==> config.mk <==
export PLATFORM = sky130hd
export DESIGN_NAME = id_ex_stage
export DESIGN_NICKNAME = d
export VERILOG_FILES = /design/src/rtl/id_ex_stage.sv
export SDC_FILE = /design/constraint.sdc
export NUM_CORES = 1
export LEC_CHECK = 0
export CAP_MARGIN = 20
export CORE_ASPECT_RATIO = 0.75
export CORE_MARGIN = 2
export CORE_UTILIZATION = 42
export CTS_CLUSTER_DIAMETER = 30
export DETAILED_ROUTE_END_ITERATION = 8
export PLACE_DENSITY = 0.85
export SYNTH_ARGS = -nofsm -noshare
export SYNTH_HDL_FRONTEND = slang
export SYNTH_SLANG_ARGS = --single-unit
export TNS_END_PERCENT = 5
==> constraint.sdc <==
create_clock -name clk -period 4.4 [get_ports clk]
set_clock_uncertainty 0.1 [all_clocks]
set_input_delay 0.88 -clock clk [delete_from_list [all_inputs] [get_ports clk]]
set_output_delay 0.88 -clock clk [all_outputs]
set_load 0.01 [all_outputs]
==> src/rtl/id_ex_stage.sv <==
// ID/EX pipeline register: WB write-through bypass, load-use hazard
// detection, bubble insertion on stall/flush and a saturating stall counter.
module id_ex_stage #(
   parameter int CTRL_W = 8,
   parameter int CNT_W  = 16
) (
   input  logic              clk,
   input  logic              rst,
   input  logic              id_valid,
   input  logic [4:0]        id_rs,
   input  logic [4:0]        id_rt,
   input  logic [4:0]        id_rd,
   input  logic              id_use_rs,
   input  logic              id_use_rt,
   input  logic              id_reg_dst,
   input  logic              id_reg_write,
   input  logic              id_mem_read,
   input  logic [31:0]       id_imm,
   input  logic [CTRL_W-1:0] id_ctrl,
   input  logic [31:0]       rf_rd1,
   input  logic [31:0]       rf_rd2,
   input  logic              wb_we,
   input  logic [4:0]        wb_wa,
   input  logic [31:0]       wb_wd,
   input  logic              flush,
   output logic              stall,
   output logic              ex_valid,
   output logic [4:0]        ex_rs,
   output logic [4:0]        ex_rt,
   output logic [4:0]        ex_wa,
   output logic [31:0]       ex_a,
   output logic [31:0]       ex_b,
   output logic [31:0]       ex_imm,
   output logic [CTRL_W-1:0] ex_ctrl,
   output logic              ex_reg_write,
   output logic              ex_mem_read,
   output logic [CNT_W-1:0]  stall_cnt
);

   logic              valid_q, valid_d;
   logic [4:0]        rs_q, rs_d;
   logic [4:0]        rt_q, rt_d;
   logic [4:0]        wa_q, wa_d;
   logic [31:0]       a_q, a_d;
   logic [31:0]       b_q, b_d;
   logic [31:0]       imm_q, imm_d;
   logic [CTRL_W-1:0] ctrl_q, ctrl_d;
   logic              rw_q, rw_d;
   logic              mr_q, mr_d;
   logic [CNT_W-1:0]  cnt_q, cnt_d;

   logic [31:0] a_in;
   logic [31:0] b_in;
   logic [4:0]  wa_in;
   logic        hazard;
   logic        rs_hit;
   logic        rt_hit;

   // The register file does not forward its own write, so bypass WB here.
   always_comb begin
      a_in = rf_rd1;
      if (id_rs == 5'd0)
         a_in = 32'd0;
      else if (wb_we && wb_wa == id_rs)
         a_in = wb_wd;
   end

   always_comb begin
      b_in = rf_rd2;
      if (id_rt == 5'd0)
         b_in = 32'd0;
      else if (wb_we && wb_wa == id_rt)
         b_in = wb_wd;
   end

   assign wa_in  = id_reg_dst ? id_rd : id_rt;
   assign rs_hit = id_use_rs && (id_rs == wa_q);
   assign rt_hit = id_use_rt && (id_rt == wa_q);
   assign hazard = valid_q && mr_q && (wa_q != 5'd0) && id_valid
                   && (rs_hit || rt_hit);
   assign stall  = hazard && !flush;

   always_comb begin
      valid_d = 1'b0;
      rs_d    = '0;
      rt_d    = '0;
      wa_d    = '0;
      a_d     = '0;
      b_d     = '0;
      imm_d   = '0;
      ctrl_d  = '0;
      rw_d    = 1'b0;
      mr_d    = 1'b0;
      if (!flush && !hazard) begin
         valid_d = id_valid;
         rs_d    = id_rs;
         rt_d    = id_rt;
         wa_d    = wa_in;
         a_d     = a_in;
         b_d     = b_in;
         imm_d   = id_imm;
         ctrl_d  = id_ctrl;
         rw_d    = id_valid && id_reg_write;
         mr_d    = id_valid && id_mem_read;
      end
   end

   always_comb begin
      cnt_d = cnt_q;
      if (stall && cnt_q != {CNT_W{1'b1}})
         cnt_d = cnt_q + {{(CNT_W-1){1'b0}}, 1'b1};
   end

   always_ff @(posedge clk or negedge rst) begin
      if (!rst) begin
         valid_q <= 1'b0;
         rs_q    <= '0;
         rt_q    <= '0;
         wa_q    <= '0;
         a_q     <= '0;
         b_q     <= '0;
         imm_q   <= '0;
         ctrl_q  <= '0;
         rw_q    <= 1'b0;
         mr_q    <= 1'b0;
         cnt_q   <= '0;
      end else begin
         valid_q <= valid_d;
         rs_q    <= rs_d;
         rt_q    <= rt_d;
         wa_q    <= wa_d;
         a_q     <= a_d;
         b_q     <= b_d;
         imm_q   <= imm_d;
         ctrl_q  <= ctrl_d;
         rw_q    <= rw_d;
         mr_q    <= mr_d;
         cnt_q   <= cnt_d;
      end
   end

   assign ex_valid     = valid_q;
   assign ex_rs        = rs_q;
   assign ex_rt        = rt_q;
   assign ex_wa        = wa_q;
   assign ex_a         = a_q;
   assign ex_b         = b_q;
   assign ex_imm       = imm_q;
   assign ex_ctrl      = ctrl_q;
   assign ex_reg_write = rw_q;
   assign ex_mem_read  = mr_q;
   assign stall_cnt    = cnt_q;

endmodule
# --- Word-level counts from Yosys, hierarchy flattened ---
# Index checks and enable logic that the tools add are counted.
classes:
  add_sub_neg: 1
  eq_ne: 5
  n_reduce_logical: 19
  muxes: 15
ops:
  columns: ["op", "count"]
  rows:
  - ["two-way mux 32 bit", 7]
  - ["equality test 5 bit", 4]
  - ["two-way mux 5 bit", 4]
  - ["adder 16 x 1 -> 16 bit, second input constant", 1]
  - ["!= test 16 bit, second input constant", 1]
  - ["logical AND 1 bit", 13]
  - ["zero test 5 bit", 2]
  - ["two-way mux 8 bit", 1]
  - ["nonzero test 5 bit", 1]
  - ["two-way mux 1 bit", 3]
  - ["zero test 1 bit", 2]
  - ["logical OR 1 bit", 1]
word_totals:
  word_cells: 51
  register_bits: 138
  output_inout_bits: 139

# --- Depth between registers and ports, before layout ---
logic_depth:
  ltp_word: 7
  mapped_depth: 7
  depth_no_buf: 6

# --- Least setup slack after synthesis ---
# Ideal clock, no wire load.
synth_timing:
  path_type: "in2out"
  start: "in id_rs[2]"
  end: "out stall"
  arrival_ns: 1.734
  path_buffers: 1
  required_ns: 3.420
  stages: 5
  setup_slack_ns: 1.686
  path_cell_list: "xnor2_1 > nand4_1 > o22a_1 > buf_2 > nor2_1"
synth_via:
  elab_chain_len: 5
synth_lines:
  columns: ["item", "line_no", "text"]
  rows:
  - ["from (decl)", "10", "input logic [4:0] id_rs,"]
  - ["equality test 5 bit", "77", "assign rs_hit = id_use_rs && (id_rs == wa_q);"]
  - ["logical AND 1 bit", "77", null]
  - ["logical OR 1 bit", "80", "&& (rs_hit || rt_hit);"]
  - ["logical AND 1 bit", "80", null]
  - ["logical AND 1 bit", "81", "assign stall = hazard && !flush;"]
  - ["to (decl)", "26", "output logic stall,"]
# No other way between the ends.

# --- Worst setup path in the final report ---
layout_timing:
  start: "in id_rt[2]"
  end: "out stall"
layout_via:
  elab_chain_len: 5
layout_lines:
  columns: ["item", "line_no", "text"]
  rows:
  - ["from (decl)", "11", "input logic [4:0] id_rt,"]
  - ["equality test 5 bit", "78", "assign rt_hit = id_use_rt && (id_rt == wa_q);"]
  - ["logical AND 1 bit", "78", null]
  - ["logical OR 1 bit", "80", null]
  - ["logical AND 1 bit", "80", null]
  - ["logical AND 1 bit", "81", null]
# No other way between the ends.

==> metrics.md <==
| Metric | Value |
|---|---|
| Routed Antenna Nets | `0` |
| CP max stage delay | `0.60 ns` |
| RSZ-0062 raised after global routing | `false` |
| Biggest area consumer among synthesized cells | `dfrtp_1` |
| CTS Sinks | `138` |
| Most Frequent Cell on Critical Path | `clkdlybuf4s50_1` |
| Height of the die | `104 µm` |
| Top FF cell, synth | `dfrtp_1` |
| Cells along the critical path | `clkdlybuf4s50_1, xnor2_1, nand4_1, o22a_1, nor2_1, clkdlybuf4s50_1` |
| CP delay by family, top | `buffers and inverters` |
| Fraction of registers with async set/reset | `100%` |
| Fmax | `272 MHz` |
| Status | `finished, final reports clean` |
| Post-synth EDFFs | `0` |
| Post-layout util | `73.3%` |
| Synth Register Bits | `138` |
| Synth area leaders | `dfrtp_1 61%, mux2i_1 12%, and2_1 5.8%, nor2_1 4.6%, xor2_1 2.8%` |
| GRT Overall Usage | `25.0%` |
| Data arrival, critical path | `2.70 ns` |
| CP required | `3.42 ns` |
| Post-Syn Nets | `626` |
| Slew margin rel. | `38.5%` |
| Mapped Area | `5630 µm²` |
| Post_cts resized | `0` |
| Number of antenna violations at the first check in global routing | `0` |
| Area of the multi-input gates | `2090 µm²` |
| Cts hold-fix bufs | `0` |
| Final hold vios | `0` |
| Worst-Skew Late Latency | `0.41 ns` |
| DRC | `0` |
| Post-DP HPWL | `13.2 mm` |
| Initial Utilization | `43.1%` |
| Wire per inst | `18.5 µm` |
| DRT iter0 DRCs | `244` |
| Sequential fraction of the synthesis area | `61.3%` |
| Avg Cell Area, Syn | `12.3 µm²` |
| Synth cell types | `38` |
| Period minus WS final | `3.68 ns` |
| Slowest-stage cell, CP | `clkdlybuf4s50_1` |
| MaxCap Viol Count | `0` |
| Clock buffer depth | `2` |
| Global route total overflow | `0` |
| Die area | `14,400 µm²` |
| Largest net degree at the start of global routing | `85` |
| Post-CTS Setup Repair Bufs | `0` |
| CTS root buffer | `clkbuf_16` |
| CTS Buf Count | `17` |
| I/O Pins | `305` |
| CP Launch Type | `input pin` |
| Fillers | `886` |
| Tcrit/Tclk final | `83.5%` |
| Placer Congestion | `0.950` |
| Critical path type | `in2out` |
| Worst setup EP type | `primary output` |
| Count of pins over their slew limit | `0` |
| Core area | `13,100 µm²` |
| Slew @ Worst Pin | `0.919 ns` |
| Clock transition at path regs | `0.06 ns` |
| Pwr dens | `360 nW/µm²` |
| Yosys warns | `0` |
| Setup_tns | `0 ns` |
| Die Wd | `138 µm` |
| Final Setup Violations | `0` |
| Worst Path Buf+Inv | `2` |
| Nets | `934` |
| PortBufs | `304` |
| Row count | `36` |
| LEAKAGE | `4.02 nW` |
| Max rail drop VDD | `0.374 mV` |
| Diode count | `0` |
| Min-delay worst type | `reg2reg` |
| Routed vias/inst | `4.89` |
| DR vias | `4,654` |
| Register area | `3450 µm²` |
| First-pass GRT wire length | `26.8 mm` |
| Share of cells above drive strength 1 | `6.79%` |
| Layout area overhead | `70.0%` |
| Drt pass-1 iters | `5` |
| Vias in the first global route | `4,878` |
| H-tree levels | `4` |
| Post-synth top area share | `61.3%` |
| Post-Route WL | `17.6 mm` |
| Crit-path max FO | `5` |
| Post-synthesis cell count | `459` |
| CTS tree | `built` |
[worst register-to-register path, delay by kind of cell, from the launching register on]
kind	cells	cell delay [ns]
compound gates	2	0.98
flops	1	0.47
simple gates	2	0.33
buf+inv	1	0.27
xor+xnor	1	0.18
[metrics by stage]
stage,hold slack (ns),instance area (µm²),setup WS (ns),std cells,power (mW)
after CTS,0.405,9550,0.699,950,3.48
final,0.400,9580,0.724,951,3.45
after floorplan,0.421,5630,1.69,459,1.51
after global placement,0.395,8870,0.719,918,1.85
after detailed placement,0.393,8870,0.715,918,1.86
after global routing,0.423,9580,0.622,951,3.58
[cells by family after synthesis]
logic type,count (synthesis),synth area share [%]
compound gates,11,1.62
simple gates,180,16.9
xor+xnor,33,5.13
fa+ha+maj,1,0.222
mux,72,12.8
buf+inv,24,2.04
flops,138,61.3
[worst paths after layout]
kind                              startpoint            to  slack (ns)  cells after the start
worst min register to register  stall_cnt[5]  stall_cnt[5]        0.40                      1
worst min-delay path            stall_cnt[5]  stall_cnt[5]        0.40                      1
worst max-delay path                id_rt[2]         stall        0.72                      6
worst max register to register      ex_wa[1]    ex_imm[18]        1.95                      6
max in group asynchronous                rst      ex_b[29]        2.89                      2
min in group asynchronous                rst   ex_mem_read        0.42                      1
[cells in the mapped netlist (6+ instances only)]
cell      count
and2_1       52
buf_2         9
clkbuf_1      7
dfrtp_1     138
mux2i_1      70
nand2_1       8
nand3_1       8
nand4_1       7
nor2_1       69
nor2b_1       6
nor4_1        7
xnor2_1      15
xor2_1       18
[final cells by class]
cell class	instances	share of cell area, %
Inverter	1	0.0392
Tap cell	171	2.23
Clock buffer	22	5.16
Multi-Input combinational cell	297	21.8
Timing Repair Buffer	312	32.7
Sequential cell	138	36.1
Clock inverter	10	1.93
[flip-flops by register name, summed over array words and instances (netlist names), 5 cells and up]
signal / cells
ex_a: 32
ex_b: 32
ex_imm: 32
stall_cnt: 16
ex_ctrl: 8
ex_rs: 5
ex_rt: 5
ex_wa: 5
[per-layer routing]
layer / track usage (%) / vias to the layer above / part of all wire, %
met5: 0 / - / 0
met4: 8.89 / 0 / 2.5
met3: 8.43 / 33 / 8.9
met2: 43.0 / 241 / 51
met1: 28.8 / 2224 / 37
li1: - / 2156 / -
[layout by cell type (no fill, tap or decap), types with 7 or more instances in the layout]
cell type,netlist,layout
nand3_1,8,8
nand4_1,7,7
mux2i_1,70,70
clkbuf_16,0,17
xnor2_1,15,15
nand2_1,8,8
dfrtp_1,138,138
and2_1,52,52
nor4_1,7,7
xor2_1,18,18
clkdlybuf4s50_1,0,303
nor2_1,69,69
[report_power, final]
group | internal [mW] | switching, mW | total, mW
logic | 0.291 | 0.190 | 0.481
registers | 1.33 | 0.0230 | 1.35
clock network | 1.08 | 0.530 | 1.61
Power figures use the tool's default switching activity.
